### src/rtl/lvt_mem_scheduler.sv
// lvt_mem_scheduler: front-end arbiter and sequencer for a 2-write/1-read LVT
// multiported memory. It shares the memory between NREQ requesters, grants up
// to two writes and one read per cycle while avoiding same-address hazards,
// tags read responses with the requester ID, and clears the whole memory with
// a write sweep after every reset.
module lvt_mem_scheduler #(
   parameter int NREQ    = 4,
   parameter int ADDR_W  = 7,
   parameter int DATA_W  = 32,
   parameter int RD_LAT  = 1,
   parameter int INIT_EN = 1
) (
   input  logic                      clk,
   input  logic                      rst,
   input  logic [NREQ-1:0]           req_valid,
   input  logic [NREQ-1:0]           req_we,
   input  logic [NREQ*ADDR_W-1:0]    req_addr,
   input  logic [NREQ*DATA_W-1:0]    req_wdata,
   output logic [NREQ-1:0]           req_ready,
   output logic                      rsp_valid,
   output logic [$clog2(NREQ)-1:0]   rsp_id,
   output logic [DATA_W-1:0]         rsp_data,
   output logic                      wr0_en,
   output logic [ADDR_W-1:0]         wr0_addr,
   output logic [DATA_W-1:0]         wr0_data,
   output logic                      wr1_en,
   output logic [ADDR_W-1:0]         wr1_addr,
   output logic [DATA_W-1:0]         wr1_data,
   output logic                      rd0_en,
   output logic [ADDR_W-1:0]         rd0_addr,
   input  logic [DATA_W-1:0]         rd0_data,
   output logic                      init_busy
);

   localparam int ID_W = $clog2(NREQ);

   typedef enum logic {S_INIT, S_RUN} state_t;

   state_t              state;
   logic [ADDR_W-1:0]   init_cnt;
   logic [ID_W-1:0]     wptr;
   logic [ID_W-1:0]     rptr;
   logic [ID_W-1:0]     rd_id;

   logic [ADDR_W-1:0]   addr_arr  [NREQ];
   logic [DATA_W-1:0]   wdata_arr [NREQ];

   logic                arb_en;
   logic                w0_found;
   logic                w1_found;
   logic                r_found;
   logic [ID_W-1:0]     w0_idx;
   logic [ID_W-1:0]     w1_idx;
   logic [ID_W-1:0]     r_idx;
   logic [ADDR_W-1:0]   w0_addr;
   logic [ADDR_W-1:0]   w1_addr;
   logic [NREQ-1:0]     grant;

   logic [RD_LAT-1:0]   pipe_valid;
   logic [ID_W-1:0]     pipe_id [RD_LAT];

   // Round-robin successor of a requester index
   function automatic logic [ID_W-1:0] next_id(input logic [ID_W-1:0] i);
      return ID_W'((int'(i) + 1) % NREQ);
   endfunction

   // Grants are only issued once the clear sweep has fully drained
   assign arb_en    = (state == S_RUN) && !init_busy;
   assign req_ready = grant;

   // Unpack the flat request buses into per-requester arrays
   always_comb begin
      for (int i = 0; i < NREQ; i++) begin
         addr_arr[i]  = req_addr[i*ADDR_W +: ADDR_W];
         wdata_arr[i] = req_wdata[i*DATA_W +: DATA_W];
      end
   end

   // Pick W0/W1 round-robin from wptr, then a non-conflicting read from rptr
   always_comb begin
      logic [ID_W-1:0] idx;
      idx      = '0;
      w0_found = 1'b0;
      w1_found = 1'b0;
      r_found  = 1'b0;
      w0_idx   = '0;
      w1_idx   = '0;
      r_idx    = '0;
      w0_addr  = '0;
      w1_addr  = '0;
      grant    = '0;
      if (arb_en) begin
         for (int k = 0; k < NREQ; k++) begin
            idx = ID_W'((int'(wptr) + k) % NREQ);
            if (req_valid[idx] && req_we[idx]) begin
               if (!w0_found) begin
                  w0_found = 1'b1;
                  w0_idx   = idx;
                  w0_addr  = addr_arr[idx];
               end else if (!w1_found && (addr_arr[idx] != w0_addr)) begin
                  w1_found = 1'b1;
                  w1_idx   = idx;
                  w1_addr  = addr_arr[idx];
               end
            end
         end
         for (int k = 0; k < NREQ; k++) begin
            idx = ID_W'((int'(rptr) + k) % NREQ);
            if (!r_found && req_valid[idx] && !req_we[idx]
                && !(w0_found && (addr_arr[idx] == w0_addr))
                && !(w1_found && (addr_arr[idx] == w1_addr))) begin
               r_found = 1'b1;
               r_idx   = idx;
            end
         end
         if (w0_found) grant[w0_idx] = 1'b1;
         if (w1_found) grant[w1_idx] = 1'b1;
         if (r_found)  grant[r_idx]  = 1'b1;
      end
   end

   // Control FSM: clear sweep after reset, then register granted slots onto the memory ports
   always_ff @(posedge clk or posedge rst) begin
      if (rst) begin
         state     <= (INIT_EN != 0) ? S_INIT : S_RUN;
         init_busy <= 1'b0;
         init_cnt  <= '0;
         wptr      <= '0;
         rptr      <= '0;
         rd_id     <= '0;
         wr0_en    <= 1'b0;
         wr0_addr  <= '0;
         wr0_data  <= '0;
         wr1_en    <= 1'b0;
         wr1_addr  <= '0;
         wr1_data  <= '0;
         rd0_en    <= 1'b0;
         rd0_addr  <= '0;
      end else if (state == S_INIT) begin
         init_busy <= 1'b1;
         wr0_en    <= 1'b1;
         wr0_addr  <= init_cnt;
         wr0_data  <= '0;
         wr1_en    <= 1'b0;
         rd0_en    <= 1'b0;
         init_cnt  <= init_cnt + ADDR_W'(1);
         if (init_cnt == '1) begin
            state <= S_RUN;
         end
      end else begin
         init_busy <= 1'b0;
         wr0_en    <= w0_found;
         wr0_addr  <= w0_addr;
         wr0_data  <= wdata_arr[w0_idx];
         wr1_en    <= w1_found;
         wr1_addr  <= w1_addr;
         wr1_data  <= wdata_arr[w1_idx];
         rd0_en    <= r_found;
         rd0_addr  <= addr_arr[r_idx];
         rd_id     <= r_idx;
         if (w1_found) begin
            wptr <= next_id(w1_idx);
         end else if (w0_found) begin
            wptr <= next_id(w0_idx);
         end
         if (r_found) begin
            rptr <= next_id(r_idx);
         end
      end
   end

   // Carry {valid, id} of each issued read alongside the memory read latency
   always_ff @(posedge clk or posedge rst) begin
      if (rst) begin
         pipe_valid <= '0;
         for (int i = 0; i < RD_LAT; i++) begin
            pipe_id[i] <= '0;
         end
      end else begin
         pipe_valid[0] <= rd0_en;
         pipe_id[0]    <= rd_id;
         for (int i = 1; i < RD_LAT; i++) begin
            pipe_valid[i] <= pipe_valid[i-1];
            pipe_id[i]    <= pipe_id[i-1];
         end
      end
   end

   assign rsp_valid = pipe_valid[RD_LAT-1];
   assign rsp_id    = pipe_id[RD_LAT-1];
   assign rsp_data  = rsp_valid ? rd0_data : '0;

endmodule

### config.mk
export PLATFORM = sky130hd
export DESIGN_NAME = lvt_mem_scheduler
export DESIGN_NICKNAME = d
export VERILOG_FILES = /design/src/rtl/lvt_mem_scheduler.sv
export SDC_FILE = /design/constraint.sdc
export NUM_CORES = 1
export LEC_CHECK = 0
export BUFFER_PORTS_ARGS = -buffer_cell sky130_fd_sc_hd__buf_2
export CAP_MARGIN = 10
export CORE_UTILIZATION = 50
export CTS_CLUSTER_DIAMETER = 200
export DETAILED_ROUTE_END_ITERATION = 8
export GPL_TIMING_DRIVEN = 0
export MAX_ROUTING_LAYER = met4
export PLACE_DENSITY_LB_ADDON = 0.12
export RECOVER_POWER = 50
export SYNTH_ARGS = -nofsm -noshare
export SYNTH_HDL_FRONTEND = slang
export SYNTH_SLANG_ARGS = --single-unit
export TNS_END_PERCENT = 1
### constraint.sdc
create_clock -name clk -period 7.7 [get_ports clk]
set_clock_uncertainty 0.2 [all_clocks]
set_input_delay 0.77 -clock clk [delete_from_list [all_inputs] [get_ports clk]]
set_output_delay 0.77 -clock clk [all_outputs]
set_load 0.05 [all_outputs]
==> results_dict.tcl <==
set metrics [dict create \
    outcome "complete, but fails checks" \
    violations "max-capacitance violations, max-slew violations" \
    vias 13000 \
    nets 1868 \
    min_period_ps 7570 \
    antenna_found_initial 0 \
    ir_worst_vdd_mv 0.137 \
    gr-usage-all-layers_pct 43.6 \
    p_switching_uw 904 \
    firstDrtPassIters 7 \
    finalPower_mw 2.10 \
    tns_ps 0 \
    maxSlewHeadroom_pct -126 \
    grt.overflow.total 0 \
    cts_tree "yes" \
    grt_use_met3_pct 8.93 \
    drt-total-wl_um 47400 \
    top_usage_layer "met2" \
    slowest_delay_ps 600 \
    cts.sinks 106 \
    portBuffers 309 \
    internal_power_mw 1.20 \
    post-route-util_pct 61.7 \
    netlist_area_sq_mm 0.0108 \
    hold_class "reg2reg" \
    finalMaxSlewViolations 109 \
    drtIter0Drc 1304 \
    cts_hold_buffers 0 \
    regArea_sq_mm 0.00265 \
    syn_inst 1343 \
    dieArea_sq_mm 0.0222 \
    antenna_cells 0 \
    gp_congestion 1.09 \
    final_cell_mix "269 x buf_2, 145 x nand2_1, 143 x clkbuf_1" \
    met2_usage_pct 67.0 \
    p_leak_nw 5.51 \
    fmax_mhz 132 \
    ys.flop_type "dfrtp_1" \
    avgViaCountPerCell 6.67 \
    row_count 53 \
    pwr-share-comb_pct 48.9 \
    critPathSlowestCell "mux4_2" \
    yosysWarningCount 0 \
    die_x_um 149 \
    drc 0 \
    power_density_mw_per_mm2 161 \
    finalSetupViolCount 0 \
    p_clk_share_pct 23.9 \
    crit_fanout 10 \
    tightest_slew_ps 3380 \
    critPathCaptureType "output pin" \
    wl_per_cell_um 24.3 \
    path_cells "buf_6 > buf_6 > mux4_2 > xnor2_1 > o211ai_1 > nor4_2 > a21oi_2 > clkbuf_1 > a211oi_1 > nor2_1 > o21ai_1 > xor2_1 > nor4_2 > nor2_2 > o41ai_4 > a211oi_4 > buf_4 > nor2_4 > a32o_1 > buf_2" \
    worst-path-buf-inv 5 \
    crit_path_start_kind "flop" \
    fin_crit_sh_pct 98.3 \
    core_sq_mm 0.0211 \
    worstSkewPairLatency_ps 360 \
    grt_pass1_vias 12000 \
    critPathRequiredTime_ps 6730 \
    ys_ff_latch 106 \
    grt_max_degree 64 \
    start_util_pct 51.2 \
    fp.dieH_um 149 \
    final_common_cell "buf_2" \
    area_growth_pct 20.6 \
    cts-root-buf "clkbuf_16" \
    ant_nets 0 \
    cp.arrival_ps 6600 \
    hold_violations 0 \
    synth.avg_cell_area_sq_um 8.04 \
    cts_buffers 9 \
    clock_path_buffers 2 \
    fillCellCount 1949 \
    yosysSeqAreaShare_pct 24.6 \
    critPathTopFamily "compound AO/OA/AOI/OAI gates" \
    maxCapViolCount 2 \
    grt_pass1_wl_um 70600 \
    grt_use_met1_pct 53.6 \
    synth_edf_count 0 \
    synthDistinctLibCells 96 \
    multi_input_area_sq_mm 0.00749 \
    synth_fp_nets 1543 \
    drive_gt1_share_pct 25.7 \
    ios 326 \
    crit_type "reg2out" \
    p_sw_share_pct 43.0 \
    hpwl_um 36700 \
    async_flop_share_pct 100 \
    seqPwrFrac_pct 27.2 \
    htree_levels 3 \
    path_clk_slew_ps 80 \
    rsz0062_at_grt "true" \
]
synthesized netlist by cell type, drive strengths merged (10+ instances only):
library cell	count	area [sq um]
dfrtp	106	2650
and2	47	294
o21ai	108	556
nand2	145	544
a311oi	35	307
a31oi	10	68.8
xnor2	35	307
clkbuf	86	323
mux4	21	473
xor2	36	315
inv	22	82.6
mux2	52	586
nor3	81	405
nand3	22	110
nor4	12	118
nor2	130	495
a21oi	73	369
buf	43	308
mux2i	43	430
and3	11	68.8
o22ai	16	106
o2bb2ai	10	87.6
o41ai	12	161
a211oi	16	143
power groups by stage:
stage,Combinational [mW],Clock [mW],Sequential (mW)
6_report,1.03,0.503,0.572
5_1_grt,1.08,0.520,0.572
4_1_cts,0.981,0.505,0.570
3_5_place_dp,0.975,0,0.581
3_3_place_gp,0.967,0,0.581
2_1_floorplan,0.655,0,0.594
kinds of logic (layout without fill, tap and decap cells):
family	after synthesis	after routing	synth area share, %
AOI/OAI and AO/OA	384	384	25.4
xor gates and xnor gates	71	71	5.76
adders and majority gates	2	2	0.232
buffers and inverters	151	481	6.61
DFF	106	106	24.6
muxes	116	116	13.8
and+or+nand+nor	513	513	23.6
worst paths after layout:
kind,startpoint,to,slack [ps],cells after the start
hold reg to reg,rd0_en$_DFF_PP0_,rsp_valid$_DFF_PP0_,180,0
hold / removal,rd0_en$_DFF_PP0_,rsp_valid$_DFF_PP0_,180,0
min in group asynchronous,rst,wr0_data[23]$_DFF_PP0_,710,2
max in group asynchronous,rst,wptr[0]$_DFFE_PP0P_,2470,3
setup / recovery,wptr[0]$_DFFE_PP0P_,req_ready[2],130,20
setup reg to reg,wptr[0]$_DFFE_PP0P_,rd0_addr[4]$_DFFE_PP0P_,1250,20
final cells by class:
class                   count  area share [%]
inverters                  22           0.644
flip-flops and latches    106            20.4
multi-input cells        1086            57.5
clock inverters             6           0.644
clock buffers              10            1.76
well taps                 275            2.64
repair buffers            314            11.6
plain buffers             129            4.84
state kept, by name, summed over array words and instances, names as in the netlist:
signal	cells
init_busy	1
state	1
wptr	2
wr0_en	1
init_cnt	7
wr1_en	1
wr0_data	32
rd_id	2
rsp_id	2
rd0_addr	7
rd0_en	1
rptr	2
wr1_addr	7
wr0_addr	7
rsp_valid	1
wr1_data	32
through the flow:
stage	cell area [sq um]	std cells	hold WS, ps	setup slack, ps
6_report	13000	1948	182	135
3_5_place_dp	12700	1930	162	212
2_1_floorplan	10800	1343	154	1170
4_1_cts	13000	1946	182	18.6
3_3_place_gp	12700	1927	155	70.0
5_1_grt	13000	1948	198	31.3
timing repair:
action / CTS / global route
pin swaps: 0 / 2
gates resized for setup: 1 / 12
setup buffers: 0 / 2
endpoints found under the setup margin: 1 / 4
metal layers:
layer,up-vias,wire length [um]
li1,5631,-
met3,185,5290
met5,-,0
met4,0,2950
met1,6201,18100
met2,974,21100
Note: power is estimated with default switching activity, not from simulation.
